**config.mk**
```make
export PLATFORM = sky130hd
export DESIGN_NAME = cam_read
export DESIGN_NICKNAME = d
export VERILOG_FILES = /design/src/rtl/test_cam_pkg.sv /design/src/rtl/test_cam_cam_read.sv
export SDC_FILE = /design/constraint.sdc
export NUM_CORES = 1
export LEC_CHECK = 0
export ABC_CLOCK_PERIOD_IN_PS = 2900
export BUFFER_PORTS_ARGS = -buffer_cell sky130_fd_sc_hd__buf_2
export CORE_ASPECT_RATIO = 2
export CORE_MARGIN = 2
export CORE_UTILIZATION = 59
export DETAILED_ROUTE_END_ITERATION = 8
export PLACE_DENSITY = 0.82
export SLEW_MARGIN = 40
export SYNTH_ARGS = -nofsm -noshare
export SYNTH_HDL_FRONTEND = slang
export SYNTH_SLANG_ARGS = --single-unit
```
**constraint.sdc**
```tcl
create_clock -name clk -period 2.9 [get_ports clk]
set_input_delay 0.87 -clock clk [delete_from_list [all_inputs] [get_ports clk]]
set_output_delay 0.87 -clock clk [all_outputs]
set_load 0.03 [all_outputs]
```
**src/rtl/test_cam_pkg.sv**
```systemverilog
// Shared constants and types for the camera-to-VGA loopback: capture geometry,
// frame-buffer addressing and 640x480@60 VGA timing.
package test_cam_pkg;
    localparam int unsigned IMG_W  = 160;
    localparam int unsigned IMG_H  = 120;
    localparam int unsigned FB_AW  = 15;

    localparam int unsigned H_VIS  = 640;
    localparam int unsigned H_FP   = 16;
    localparam int unsigned H_SYNC = 96;
    localparam int unsigned H_BP   = 48;
    localparam int unsigned H_TOT  = H_VIS + H_FP + H_SYNC + H_BP;

    localparam int unsigned V_VIS  = 480;
    localparam int unsigned V_FP   = 10;
    localparam int unsigned V_SYNC = 2;
    localparam int unsigned V_BP   = 33;
    localparam int unsigned V_TOT  = V_VIS + V_FP + V_SYNC + V_BP;

    typedef struct packed {
        logic [3:0] r;
        logic [3:0] g;
        logic [3:0] b;
    } rgb444_t;
endpackage

```
**src/rtl/test_cam_cam_read.sv**
```systemverilog
// Camera capture: 2-FF sync of all camera inputs, pclk rise detect, two-byte
// RGB444 assembly and write-address generation; writes arm at the first vsync after reset.
module cam_read
    import test_cam_pkg::*;
#(
    parameter int unsigned DEPTH = IMG_W * IMG_H
) (
    input  logic             clk,
    input  logic             rst,
    input  logic             pclk_i,
    input  logic             vsync_i,
    input  logic             href_i,
    input  logic [7:0]       d_i,
    output logic             wr_vld_o,
    output logic [FB_AW-1:0] wr_addr_o,
    output rgb444_t          wr_dat_o
);
    localparam logic [FB_AW-1:0] DEPTH_A = FB_AW'(DEPTH);

    logic [10:0]      sync1_q, sync2_q;
    logic             pclk_prev_q;
    logic             phase_q, phase_d;
    logic             armed_q, armed_d;
    logic [3:0]       red_q, red_d;
    logic [FB_AW-1:0] addr_q, addr_d;
    logic             wr_vld_q, wr_vld_d;
    logic [FB_AW-1:0] wr_addr_q, wr_addr_d;
    rgb444_t          wr_dat_q, wr_dat_d;

    logic       s_pclk, s_vsync, s_href, rise;
    logic [7:0] s_d;

    assign {s_pclk, s_vsync, s_href, s_d} = sync2_q;
    assign rise = s_pclk & ~pclk_prev_q;

    always_comb begin
        phase_d   = phase_q;
        armed_d   = armed_q;
        red_d     = red_q;
        addr_d    = addr_q;
        wr_vld_d  = 1'b0;
        wr_addr_d = wr_addr_q;
        wr_dat_d  = wr_dat_q;
        if (rise) begin
            if (s_vsync) begin
                addr_d  = '0;
                phase_d = 1'b0;
                armed_d = 1'b1;
            end else if (!s_href) begin
                phase_d = 1'b0;
            end else if (!phase_q) begin
                red_d   = s_d[3:0];
                phase_d = 1'b1;
            end else begin
                phase_d = 1'b0;
                // Past the end of the buffer the pixel is dropped and the address parks.
                if (armed_q && (addr_q < DEPTH_A)) begin
                    wr_vld_d  = 1'b1;
                    wr_addr_d = addr_q;
                    wr_dat_d  = {red_q, s_d[7:4], s_d[3:0]};
                    addr_d    = addr_q + FB_AW'(1);
                end
            end
        end
    end

    always_ff @(posedge clk) begin
        if (rst) begin
            sync1_q     <= '0;
            sync2_q     <= '0;
            pclk_prev_q <= 1'b0;
            phase_q     <= 1'b0;
            armed_q     <= 1'b0;
            red_q       <= '0;
            addr_q      <= '0;
            wr_vld_q    <= 1'b0;
            wr_addr_q   <= '0;
            wr_dat_q    <= '0;
        end else begin
            sync1_q     <= {pclk_i, vsync_i, href_i, d_i};
            sync2_q     <= sync1_q;
            pclk_prev_q <= s_pclk;
            phase_q     <= phase_d;
            armed_q     <= armed_d;
            red_q       <= red_d;
            addr_q      <= addr_d;
            wr_vld_q    <= wr_vld_d;
            wr_addr_q   <= wr_addr_d;
            wr_dat_q    <= wr_dat_d;
        end
    end

    assign wr_vld_o  = wr_vld_q;
    assign wr_addr_o = wr_addr_q;
    assign wr_dat_o  = wr_dat_q;
endmodule

```
## Word-level counts from Yosys, hierarchy flattened

Cells that the tools add are included.

- $add $sub $neg: 1
- Magnitude comparators: 1
- Bitwise logic cells: 6
- Reduce and logical (&&, ||, !) cells: 9
- Multiplexer cells: 8

Operators by type and width:

| cell | number |
|---|---|
| 15-bit two-way mux | 4 |
| 15-bit by 1-bit adder with 15-bit output, second input constant | 1 |
| 15-bit < comparator, second input constant | 1 |
| 4-bit AND reduction | 2 |
| 2-bit nonzero test | 3 |
| 1-bit NOT | 5 |
| 5-bit AND reduction | 1 |
| 5-bit OR reduction | 1 |
| 1-bit two-way mux | 4 |
| 2-bit AND reduction | 1 |
| 1-bit AND | 1 |
| 1-bit logical AND | 1 |

- Flip-flop bits (word level): 72
- Output and inout bits: 28

## Depth between registers and ports, before layout

- Word-level depth: 6
- Mapped depth: 8

## Worst setup path after synthesis

No wires, ideal clock.

- Kind: input-to-reg
- Start point: input port rst
- End point: register addr_q[7]
- Library setup time: 124 ps
- Stages on the path: 5
- Slack: 1063 ps
- Arrival time: 1713 ps
- Required time: 2776 ps
- Path through: clkbuf_1 clkbuf_1 nor2_1 o21ai_1 o41ai_1

RTL lines:

| item | RTL line | RTL |
|---|---|---|
| start, declared | test_cam_cam_read.sv:9 | `input logic rst,` |
| end signal, assigned | test_cam_cam_read.sv:86 | `addr_q <= addr_d;` |
| end, declared | test_cam_cam_read.sv:25 | `logic [FB_AW-1:0] addr_q, addr_d;` |

## Worst setup path after layout

- Start point: register addr_q[12]
- End point: register wr_dat_q, in the netlist wr_dat_o[1]

- Longest elaborated chain between the ends: 3

Ends and longest elaborated chain:

| item | RTL line | RTL |
|---|---|---|
| 15-bit < comparator | test_cam_cam_read.sv:57 | `if (armed_q && (addr_q < DEPTH_A)) begin` |
| 1-bit logical AND | test_cam_cam_read.sv:57 |  |
| 5-bit AND reduction (no line) | n/a |  |
| end signal, assigned | test_cam_cam_read.sv:89 | `wr_dat_q <= wr_dat_d;` |
| end, declared | test_cam_cam_read.sv:28 | `rgb444_t wr_dat_q, wr_dat_d;` |

No other way between the ends.
A chain may end at the register's enable or synchronous reset.

==> qor.txt <==
post-synthesis adder-cell area fraction - 0.00468
Via Count - 2251
top post-synthesis cells by area - dfxtp_1 (54%), nand2_1 (9.4%), a21oi_1 (6.9%), nor2b_1 (5.6%), o21ai_1 (3.4%)
distinct cell type count after synthesis - 35
Layout Nets - 360
worst hold path type - flip-flop to flip-flop
area leader, netlist - dfxtp_1
Synth Area in Simple Gates - 0.253
cell area after layout - 0.00312 mm²
drt initial violations - 32
DP HPWL - 3.81 mm
worst-path fanout max - 16
initial antenna violation count - 0
CP startpoint kind - flip-flop
WP data required - 3.18 ns
Hold Vio Cnt, Final - 0
chip width - 51.6 µm
post-route setup TNS - 0 ns
layout cells sized above 1 - 0.194
Remaining DRCs - 0
first-pass detailed-route iteration total - 4
antenna-violating nets left - 0
post-synthesis mux area share - 0
Mapped Cells - 308
clk sink count - 72
Yosys top cell area share - 0.539
Leak - 0.00121 µW
H-tree Lvls - 3
clock skew - 0.00671 ns
pin count of the biggest net entering global routing - 37
Syn Nets - 322
Final Cycle Share - 0.766
MaxCap Viol Count - 0
CP Class - flip-flop to flip-flop
Post-CTS Setup Bufs - 0
drt wl/cell - 13.5 µm
Post-Synth XOR/XNOR Area - 0
largest family of logic cells by synthesized area - simple AND/OR/NAND/NOR gates
Initial Util - 0.616
Post-Syn Area - 0.00267 mm²
Routed Wire Length - 5.49 mm
Layout area overhead - 16.6%
instance area at placement - 0.00289 mm²
post-CTS sizing - 0
clk slew on worst S/H paths - 0.08 ns
Hold-fix buffers, CTS - 0
# port buffers - 40
Root Buffer - clkbuf_8
Final GP Congestion - 0.829
antenna cell count - 0
Fmax - 450 MHz
vias per std cell - 5.56
CTS tree - done
Min Clock Period, post-route - 2.22 ns
site row count - 34
Power Density - 625 mW/mm²
Syn Area/Cell - 8.68 µm²
grt ovf - 0
compound-cell area share of the yosys netlist - 0.161
Slew Viols, Final - 0
Worst Path Arrival - 2.50 ns
RSZ-0062 raised after global routing - no
endpoint class of the critical path - flip-flop
Worst Tran Pin Value - 0.593 ns
clock buffer depth - 2
Die ar. - 0.00512 mm²
final setup fails - 0
Max rail drop VDD - 0.000620 V
Seq/Total Area, Yosys - 0.539
first-pass GRT wire length - 9.16 mm
vias in the first global route - 2139
CTS buffer count - 9
outcome - completed
FF+latch count, synth - 72
Power Total - 1950 µW
Clock Latency Late Sink - 0.35 ns
Slew headroom - 0.605
Core Area - 0.00434 mm²
synth warn - 0
Die Height - 99.2 µm
gr usage total - 0.241
top-level port count - 41
## critical path: stages (launching register included)
cell,delay [ns]
dfxtp_1,0.35
o21ai_0,0.30
o211a_1,0.42
and2_1,0.57
buf_4,0.30
nand2_1,0.08
a21oi_1,0.12
## worst paths after layout
| check | start | to | slack [ns] | cells after the start |
|---|---|---|---|---|
| worst max-delay path | addr_q[12] | wr_dat_o[1] | 0.68 | 6 |
| worst min-delay path | sync1_q[9] | sync2_q[9] | 0.44 | 1 |
| worst max register to register | addr_q[12] | wr_dat_o[1] | 0.68 | 6 |
| worst min register to register | sync1_q[9] | sync2_q[9] | 0.44 | 1 |
## per-stage QoR
stage / hold WS (ns) / utilization / instances / setup WS, ns
finish: 0.439 / 0.719 / 405 / 0.679
global route: 0.456 / 0.719 / 405 / 0.490
CTS: 0.441 / 0.719 / 405 / 0.669
detailed placement: 0.425 / 0.666 / 389 / 0.701
global placement: 0.419 / 0.666 / 389 / 0.791
floorplan: 0.414 / - / 308 / 1.06
## cells by family after synthesis
| group | count (synthesis) |
|---|---|
| and+or+nand+nor | 139 |
| AOI/OAI and AO/OA | 74 |
| DFF | 72 |
| buffers and inverters | 22 |
| adders and majority gates | 1 |
## metal layers
metal,track usage,vias to the layer above,share of wire
met2,0.437,57,0.57
li1,-,1122,-
met5,0,-,0
met3,0.0526,15,0.036
met1,0.229,1057,0.37
met4,0.160,0,0.027
## cells in the final DEF (no fill, tap or decap), types with 2 or more instances in the layout
cell       netlist  final
or2_0            2      2
dfxtp_1         72     72
nand4_1         10     10
a31oi_1          4      4
bufinv_16        0      2
inv_1            2      2
buf_4            6      6
buf_2            2     40
nor2b_1         24     24
o21ai_0          5      5
clkinv_4         0      2
clkbuf_8         0     10
and2_1           5      5
a21oi_1         37     37
nor2_1          14     14
o41ai_1          2      2
o21ai_1         18     18
nand2_1         67     67
and3_1           4      4
nand2b_1         2      2
nand3_1          5      5
o31ai_1          2      2
## synthesized netlist by cell type (all sizes together)
| master | number |
|---|---|
| a21oi | 38 |
| a22o | 1 |
| a311oi | 1 |
| a31oi | 4 |
| a41oi | 1 |
| and2 | 5 |
| and3 | 4 |
| and4bb | 1 |
| buf | 9 |
| clkbuf | 10 |
| dfxtp | 72 |
| ha | 1 |
| inv | 3 |
| nand2 | 67 |
| nand2b | 2 |
| nand3 | 5 |
| nand3b | 1 |
| nand4 | 10 |
| nor2 | 14 |
| nor2b | 24 |
| nor3 | 1 |
| nor4 | 2 |
| o2111ai | 1 |
| o211a | 1 |
| o21ai | 23 |
| o31ai | 2 |
| o41ai | 2 |
| or2 | 3 |
## report_power, final
group | switching (µW) | total (µW) | internal [µW] | leakage (µW)
sequential | 5.75 | 1010 | 1000 | 0.000585
combinational | 32.2 | 54.4 | 22.2 | 0.000511
clock | 374 | 885 | 512 | 0.000117
## cell type report
class,count,area (µm²)
Fill cell,377,1220
Timing Repair Buffer,46,245
Multi-Input combinational cell,214,1120
Sequential cell,72,1440
Tap cell,54,67.6
Inverter,3,11.3
Clock buffer,10,138
Clock inverter,6,91.3
## sequential cells by signal, indices dropped and copies added (netlist names), 4 cells and up
signal     cells
red_q          4
addr_q        15
wr_dat_o      12
sync2_q       11
wr_addr_o     15
sync1_q       11
Power figures use the tool's default switching activity.
